--- src/rtl/subber_ahead_seq.sv ---
// Multi-cycle subtractor: a - b - bin over WIDTH bits, CHUNK bits per cycle,
// with a borrow-lookahead slice per chunk and valid/ready on both sides.
module subber_ahead_seq #(
    parameter int WIDTH = 16,
    parameter int CHUNK = 4
) (
    input  logic             clk_i,
    input  logic             rst_i,
    input  logic             in_valid_i,
    output logic             in_ready_o,
    input  logic [WIDTH-1:0] a_i,
    input  logic [WIDTH-1:0] b_i,
    input  logic             bin_i,
    output logic             out_valid_o,
    input  logic             out_ready_i,
    output logic [WIDTH-1:0] diff_o,
    output logic             bout_o,
    output logic             ovf_o,
    output logic             zero_o,
    output logic [1:0]       dbg_state_o
);
    localparam int N     = WIDTH / CHUNK;
    localparam int CNT_W = (N > 1) ? $clog2(N) : 1;
    localparam logic [CNT_W-1:0] LAST = CNT_W'(N - 1);

    typedef enum logic [1:0] {
        S_IDLE = 2'd0,
        S_RUN  = 2'd1,
        S_DONE = 2'd2
    } state_t;

    state_t           r_state;
    logic             r_in_ready;
    logic             r_out_valid;
    logic [WIDTH-1:0] r_a;
    logic [WIDTH-1:0] r_b;
    logic             r_borrow;
    logic [CNT_W-1:0] r_cnt;
    logic [WIDTH-1:0] r_diff;
    logic             r_bout;
    logic             r_ovf;
    logic             r_zero;

    logic [CHUNK-1:0] w_a;
    logic [CHUNK-1:0] w_b;
    logic [CHUNK-1:0] w_g;
    logic [CHUNK-1:0] w_p;
    logic [CHUNK:0]   w_c;
    logic [CHUNK-1:0] w_d;
    logic [WIDTH-1:0] w_diff_next;

    // Each c[j+1] is a flat sum of products of g/p terms and the incoming
    // borrow, so no borrow ripples bit-to-bit through the chunk.
    always_comb begin
        logic v_acc;
        logic v_prop;
        w_a         = r_a[int'(r_cnt) * CHUNK +: CHUNK];
        w_b         = r_b[int'(r_cnt) * CHUNK +: CHUNK];
        w_g         = ~w_a & w_b;
        w_p         = ~w_a | w_b;
        w_c         = '0;
        w_c[0]      = r_borrow;
        v_acc       = 1'b0;
        v_prop      = 1'b1;
        for (int j = 0; j < CHUNK; j++) begin
            v_acc  = 1'b0;
            v_prop = 1'b1;
            for (int i = j; i >= 0; i--) begin
                v_acc  = v_acc | (w_g[i] & v_prop);
                v_prop = v_prop & w_p[i];
            end
            w_c[j+1] = v_acc | (v_prop & r_borrow);
        end
        w_d         = w_a ^ w_b ^ w_c[CHUNK-1:0];
        w_diff_next = r_diff;
        w_diff_next[int'(r_cnt) * CHUNK +: CHUNK] = w_d;
    end

    // Handshakes: a transfer happens on a rising edge where valid and ready
    // are both high; valid never waits on ready, and in_ready/out_valid come
    // straight from flops so neither depends combinationally on the other side.
    always_ff @(posedge clk_i) begin
        if (rst_i) begin
            r_state     <= S_IDLE;
            r_in_ready  <= 1'b1;
            r_out_valid <= 1'b0;
            r_a         <= '0;
            r_b         <= '0;
            r_borrow    <= 1'b0;
            r_cnt       <= '0;
            r_diff      <= '0;
            r_bout      <= 1'b0;
            r_ovf       <= 1'b0;
            r_zero      <= 1'b1;
        end else begin
            case (r_state)
                S_IDLE: begin
                    if (in_valid_i) begin
                        r_a        <= a_i;
                        r_b        <= b_i;
                        r_borrow   <= bin_i;
                        r_cnt      <= '0;
                        r_in_ready <= 1'b0;
                        r_state    <= S_RUN;
                    end
                end
                S_RUN: begin
                    r_diff   <= w_diff_next;
                    r_borrow <= w_c[CHUNK];
                    if (r_cnt == LAST) begin
                        r_bout      <= w_c[CHUNK];
                        r_ovf       <= (r_a[WIDTH-1] ^ r_b[WIDTH-1]) &
                                       (r_a[WIDTH-1] ^ w_diff_next[WIDTH-1]);
                        r_zero      <= (w_diff_next == '0);
                        r_out_valid <= 1'b1;
                        r_state     <= S_DONE;
                    end else begin
                        r_cnt <= r_cnt + 1'b1;
                    end
                end
                S_DONE: begin
                    if (out_ready_i) begin
                        r_out_valid <= 1'b0;
                        r_in_ready  <= 1'b1;
                        r_state     <= S_IDLE;
                    end
                end
                default: begin
                    r_out_valid <= 1'b0;
                    r_in_ready  <= 1'b1;
                    r_state     <= S_IDLE;
                end
            endcase
        end
    end

    assign in_ready_o  = r_in_ready;
    assign out_valid_o = r_out_valid;
    assign diff_o      = r_diff;
    assign bout_o      = r_bout;
    assign ovf_o       = r_ovf;
    assign zero_o      = r_zero;
    assign dbg_state_o = r_state;
endmodule

--- config.mk ---
export PLATFORM = sky130hd
export DESIGN_NAME = subber_ahead_seq
export DESIGN_NICKNAME = d
export VERILOG_FILES = /design/src/rtl/subber_ahead_seq.sv
export SDC_FILE = /design/constraint.sdc
export NUM_CORES = 1
export LEC_CHECK = 0
export BUFFER_PORTS_ARGS = -buffer_cell sky130_fd_sc_hd__buf_2
export CORE_ASPECT_RATIO = 0.75
export CORE_MARGIN = 3
export CORE_UTILIZATION = 54
export DETAILED_ROUTE_END_ITERATION = 8
export PLACE_DENSITY = 0.83
export SETUP_SLACK_MARGIN = 0.3
export SLEW_MARGIN = 25
export SYNTH_ARGS = -nofsm -noshare
export SYNTH_HDL_FRONTEND = slang
export SYNTH_SLANG_ARGS = --single-unit
--- constraint.sdc ---
create_clock -name clk_i -period 3.5 [get_ports clk_i]
set_input_delay 0.175 -clock clk_i [delete_from_list [all_inputs] [get_ports clk_i]]
set_output_delay 0.175 -clock clk_i [all_outputs]
set_load 0.02 [all_outputs]
==> results.py, run 1 <==
metrics = {
    "hold_path": {
        "worstHoldPathType": "input port to register",
        "holdCritStartpoint": "a_i[4]",
        "min_path_cells": 3,
        "whs_endpoint": "r_a[4]",
    },
    "placed_design": {
        "io_buffers": 59,
        "hpwl_mm": 4.87,
        "globalplace.congestion": 0.858,
        "placed_area_um2": 3200,
        "pre_cts_slack_ns": 0.836,
    },
    "floorplanning": {
        "die_y_um": 69.1,
        "dieArea_um2": 6230,
        "initial_core_util": 0.573,
        "die_w_um": 90.2,
        "num_rows": 22,
        "core_area_um2": 5010,
        "io-pin-count": 60,
    },
    "cells_and_area": {
        "fin_area_um2": 3400,
        "area_growth_pct": 18.6,
        "fillers": 431,
        "fin_nets": 445,
        "diodes": 0,
        "drive_above_1_share": 0.237,
    },
    "power_and_ir_drop": {
        "ir_drop_uv": 293,
        "seqPwrFrac": 0.446,
        "p_int_uw": 1180,
        "switchingPower_uw": 429,
        "p_clk_frac": 0.391,
        "combPwrFrac": 0.164,
        "power.leakage_uw": 0.00144,
        "p_per_area_nw_per_um2": 473,
        "switching_share": 0.266,
    },
    "setup_path": {
        "path_max_fanout": 8,
        "critPathLaunchType": "register",
        "path_class": "register to register",
        "ff2ff_path_depth": 8,
        "r2r-start": "r_cnt[0]",
        "crit_path_end_kind": "register",
        "r2r_end": "ovf_o",
        "critPathArrivalTime_ns": 2.90,
        "reg2reg_slack_ns": 0.84,
        "required_ns": 3.74,
    },
    "synthesis": {
        "syn_avg_cell_area_um2": 8.44,
        "yosys_warnings": 0,
        "synthArstFlopShare": 0,
        "syn_area_um2": 2870,
        "ys_ff_latch": 58,
        "synth_nets": 392,
        "synth_seq_area_share": 0.405,
        "synth_enable_flop_cells": 0,
        "synth_cells": 340,
        "synth_cell_types": 40,
        "ys.flop_type": "dfxtp_1",
    },
    "clock_tree": {
        "hold_buffers": 0,
        "post_cts_buffers": 0,
        "cts_tree": "yes",
        "cts.path.max_buffers": 2,
        "htree_levels": 3,
        "clk_pin_slew_ns": 0.06,
        "postCtsResizedCells": 0,
        "cts_root_buf": "clkbuf_8",
        "worstSkewPairLatency_ns": 0.34,
        "cts_buffers": 9,
        "cts.sinks": 58,
    },
    "timing": {
        "period_minus_slack_ns": 2.66,
        "rsz0062_at_grt": "false",
        "timing.setup.tns_ns": 0,
        "max_slew_margin": 0.460,
        "clock_skew_ns": 0.00688,
        "fmax_mhz": 377,
        "hold_ws_ns": 0.0649,
        "finalCritPeriodShare": 0.759,
        "worstMarginPinSlew_ns": 0.809,
        "hold_violations": 0,
        "setup_slack_ns": 0.844,
        "setup-violations-final": 0,
        "report.final.slew_viol_count": 0,
    },
    "global_route": {
        "grt_antenna_before_repair": 0,
        "grt.overflow.total": 0,
        "track_usage": 0.233,
        "first_global_vias": 2483,
        "grt_max_degree": 65,
        "grt_first_pass_wirelength_mm": 11.7,
    },
    "route": {
        "first_pass_iters": 5,
        "top_layer": "met4",
        "drt-total-wl_mm": 6.74,
        "drt_iter0_markers": 189,
        "num_vias": 2603,
        "antenna_left": 0,
        "wl_per_cell_um": 14.4,
        "wl_met1_mm": 3.11,
        "vias_per_cell": 5.55,
        "met3_length_um": 559,
        "drc": 0,
        "routed-wl-met2_mm": 2.95,
    },
    "flow_run": {
        "cap_violations": 0,
    },
    "run_status": {
        "status": "complete, no violations",
    },
}
## Yosys cell counts (4+ instances only)
cell type	number	area, um2
a21oi_1	43	215
buf_2	4	20.0
nand3b_1	5	37.5
mux4_2	8	180
dfxtp_1	58	1160
nand2b_1	9	56.3
ha_1	14	175
nand2_1	79	297
inv_1	16	60.1
nor3_1	5	25.0
a22oi_1	10	75.1
nor4_1	6	37.5
clkbuf_1	14	52.6
o211ai_1	5	37.5
o21ai_1	4	20.0
nor2_1	21	78.8
## per-layer routing
metal / up-vias / global-route usage
li1: 1279 / -
met1: 1214 / 0.315
met2: 93 / 0.331
met3: 17 / 0.104
met4: 0 / 0.0815
met5: - / 0
## kinds of logic after synthesis
group / synth area share
buffers and inverters: 0.0528
multiplexers: 0.0667
AO/OA/AOI/OAI: 0.182
AND/OR/NAND/NOR: 0.217
XOR/XNOR: 0.00916
adder cells (fa/ha/maj): 0.0680
flip-flops: 0.405
## per-stage QoR
stage,util,instances,power (uW)
final,0.679,469,1610
after global routing,0.679,469,1690
after CTS,0.679,469,1620
after detailed placement,0.638,454,990
after global placement,0.638,454,982
after floorplan,-,340,918
## worst max path at each step
stage	startpoint	endpoint	slack (ns)	cells past startpoint
global route	r_cnt[0]	ovf_o	0.55	8
detailed placement	r_cnt[0]	ovf_o	0.84	8
global placement	r_cnt[0]	ovf_o	0.94	8
floorplan	r_cnt[0]	ovf_o	0.91	10
finish	r_cnt[0]	ovf_o	0.84	8
CTS	r_cnt[0]	ovf_o	0.82	8
## power groups by stage
stage               Clock [uW]  Sequential (uW)  Combinational (uW)
floorplan                    0              726                 193
global route               671              721                 295
detailed placement           0              731                 260
global placement             0              729                 253
CTS                        638              717                 262
finish                     628              717                 263
## sequential cells by signal, summed over array words and instances (netlist names)
register,cells
ovf_o,1
r_a,16
r_b,16
diff_o,16
in_ready_o,1
r_borrow,1
bout_o,1
zero_o,1
dbg_state_o,2
r_cnt,2
out_valid_o,1
## area by class of cell
class | count | area (um2) | share of cell area
multi-input combinational | 244 | 1560 | 0.458
sequential | 58 | 1160 | 0.341
timing repair buffer | 62 | 320 | 0.0942
clock buffer | 13 | 169 | 0.0497
tap | 72 | 90.1 | 0.0265
inverter | 18 | 67.6 | 0.0199
clock inverter | 2 | 35.0 | 0.0103
## critical path: stages, from the launching register on
cell      delay, ns
dfxtp_1        0.60
mux4_2         0.58
inv_1          0.07
ha_1           0.28
nor2_2         0.09
a221oi_4       0.36
nor3_2         0.12
o211a_1        0.24
o41ai_2        0.20
## placed cells by master, fill, tap and decap left out, types with 3 or more instances in the layout
cell / instances
clkbuf_8: 12
o21ai_1: 4
ha_1: 14
a22oi_1: 10
nor4_1: 6
nor2_1: 20
nor2b_1: 3
buf_2: 58
nand2b_1: 9
o211ai_1: 5
o31ai_1: 3
inv_1: 16
nand2_1: 79
dfxtp_1: 58
o21ai_0: 3
nor3_1: 5
a21oi_1: 43
nand3b_1: 5
mux4_2: 8
buf_4: 4
and3_1: 3
o211a_1: 3
Power figures use the tool's default switching activity.
==> run 2, diff against run 1 <==
==> constraint.sdc (replaced) <==
create_clock -name clk_i -period 2.55 [get_ports clk_i]
set_input_delay 0.1275 -clock clk_i [delete_from_list [all_inputs] [get_ports clk_i]]
set_output_delay 0.1275 -clock clk_i [all_outputs]
set_load 0.02 [all_outputs]
==> run 2 against run 1 <==
  * Final cell count grew 3.0%
  * Maximum frequency grew 11%
  * Count of clock-buffer cells in the layout shrank 2
  * Critical endpoint is now bout_o
  * Die area unchanged
  * Combinational power grew 77%
  * Register-to-register slack got worse by 0.68 ns
  * Via count increased by 6.5%
  * Total power rose by 61%
  * Worst setup slack lost 0.68 ns
  * First-iteration DRC count increased by 52%
==> results.py, run 2 (synthesis gave the netlist of run 1 again) <==
metrics = {
    "floorplanning": {
        "die_w_um": 90.2,
        "num_rows": 22,
        "die_y_um": 69.1,
        "dieArea_um2": 6230,
        "io-pin-count": 60,
        "core_area_um2": 5010,
        "initial_core_util": 0.573,
    },
    "setup_path": {
        "path_common_cell": "inv_2",
        "cp_num_buf_inv": 2,
        "slowest_delay_ns": 0.55,
        "slowest_stage": "mux4_2",
        "critPathTopFamily": "compound AO/OA/AOI/OAI gates",
        "path_class": "register to register",
        "crit_path_end_kind": "register",
        "critPathLaunchType": "register",
        "required_ns": 2.80,
        "crit_chain": "mux4_2 -> inv_2 -> ha_4 -> inv_2 -> a221oi_4 -> nor2_1 -> o21ba_2 -> a311oi_1",
        "critPathArrivalTime_ns": 2.64,
        "path_max_fanout": 6,
    },
    "cells_and_area": {
        "final_cell_mix": "nand2_1 (79), buf_2 (59), dfxtp_1 (56), a21oi_1 (42), nor2_1 (18)",
        "area_growth_pct": 28.5,
        "drive_above_1_share": 0.319,
        "fin_nets": 458,
        "diodes": 0,
        "fillers": 381,
        "final_common_cell": "nand2_1",
    },
    "global_route": {
        "grt_first_pass_wirelength_mm": 11.6,
        "first_global_vias": 2363,
        "grt_antenna_before_repair": 0,
        "track_usage": 0.234,
        "grt_max_degree": 48,
        "grt.overflow.total": 0,
    },
    "hold_path": {
        "worstHoldPathType": "input port to register",
    },
    "timing": {
        "period_minus_slack_ns": 2.39,
        "hold_violations": 0,
        "finalCritPeriodShare": 0.937,
        "hold_ws_ns": 0.0100,
        "report.final.slew_viol_count": 0,
        "clock_skew_ns": 0.00821,
        "timing.setup.tns_ns": 0,
        "fmax_mhz": 419,
        "setup-violations-final": 0,
        "max_slew_margin": 0.442,
        "rsz0062_at_grt": "true",
        "worstMarginPinSlew_ns": 0.837,
    },
    "flow_run": {
        "cap_violations": 0,
    },
    "run_status": {
        "status": "complete, no violations",
    },
    "placed_design": {
        "hpwl_mm": 5.12,
        "io_buffers": 59,
        "globalplace.congestion": 0.833,
    },
    "clock_tree": {
        "htree_levels": 3,
        "cts.sinks": 58,
        "worstSkewPairLatency_ns": 0.35,
        "cts_tree": "yes",
        "cts.path.max_buffers": 2,
        "cts_buffers": 9,
        "clk_pin_slew_ns": 0.07,
        "cts_root_buf": "clkbuf_8",
    },
    "power_and_ir_drop": {
        "ir_drop_uv": 442,
        "p_int_uw": 1920,
        "seqPwrFrac": 0.379,
        "combPwrFrac": 0.180,
        "switching_share": 0.260,
        "power.leakage_uw": 0.00154,
        "p_per_area_nw_per_um2": 704,
        "switchingPower_uw": 674,
        "finalPower_uw": 2590,
        "p_clk_frac": 0.442,
    },
    "route": {
        "drc": 0,
        "drt_iter0_markers": 288,
        "antenna_left": 0,
        "vias_per_cell": 5.74,
        "num_vias": 2773,
        "first_pass_iters": 5,
        "wl_per_cell_um": 16.2,
        "drt-total-wl_mm": 7.82,
    },
}
[run 2: cell types whose count changed in the layout (fill, tap and decap cells not counted), moves of 4 or more]
cell	previous run	this run
buf_4	4	14
inv_2	2	6
inv_1	16	12
ha_1	14	8
[run 2: layout make-up]
class | instances | area [um2] | share of cell area
clock buffer | 11 | 141 | 0.0383
clock inverter | 5 | 125 | 0.0339
inverter | 18 | 67.6 | 0.0183
multi-input combinational | 244 | 1680 | 0.454
sequential | 58 | 1170 | 0.316
tap | 72 | 90.1 | 0.0244
timing repair buffer | 75 | 422 | 0.114
[run 2: power groups by stage]
stage	Clock, uW	Sequential, uW	Combinational, uW
2_1_floorplan	0	998	275
3_3_place_gp	0	1000	357
3_5_place_dp	0	1000	374
4_1_cts	1150	981	392
5_1_grt	1190	987	500
6_report	1150	982	466
[run 2: timing repair]
item	4_1_cts	5_1_grt
endpoints found under the setup margin	19	20
pin swaps	3	7
buffers inserted	2	6
gates resized for setup	6	21
endpoints found under the hold margin	1	0
hold buffers	1	0
[run 2: path summary, 6_finish.rpt]
check	start	end	slack, ns	cells after the start
worst max register to register	r_cnt[0]	bout_o	0.16	8
worst min register to register	r_a[14]	r_a[14]	0.45	2
worst max-delay path	r_cnt[0]	bout_o	0.16	8
worst min-delay path	b_i[14]	r_b[14]	0.01	3
[run 2: worst reg2reg max path, cell delays in order (launching register included)]
cell and delay [ns]:
dfxtp_4 0.39, mux4_2 0.55, inv_2 0.10, ha_4 0.18, inv_2 0.05, a221oi_4 0.43, nor2_1 0.11, o21ba_2 0.25
a311oi_1 0.24
[run 2: per-stage QoR]
stage	setup WS (ns)	cells	utilization	cell area, um2
2_1_floorplan	0.188	340	-	2910
3_3_place_gp	0.218	458	0.649	3250
3_5_place_dp	0.127	458	0.649	3250
4_1_cts	0.287	477	0.712	3570
5_1_grt	0.0955	483	0.736	3690
6_report	0.161	483	0.736	3690
[run 2: per-layer routing]
layer | up-vias | track usage | share of wire
met5 | - | 0 | 0
met4 | 0 | 0.0985 | 0.024
met3 | 27 | 0.0894 | 0.092
met2 | 144 | 0.334 | 0.45
met1 | 1303 | 0.317 | 0.43
li1 | 1299 | - | -
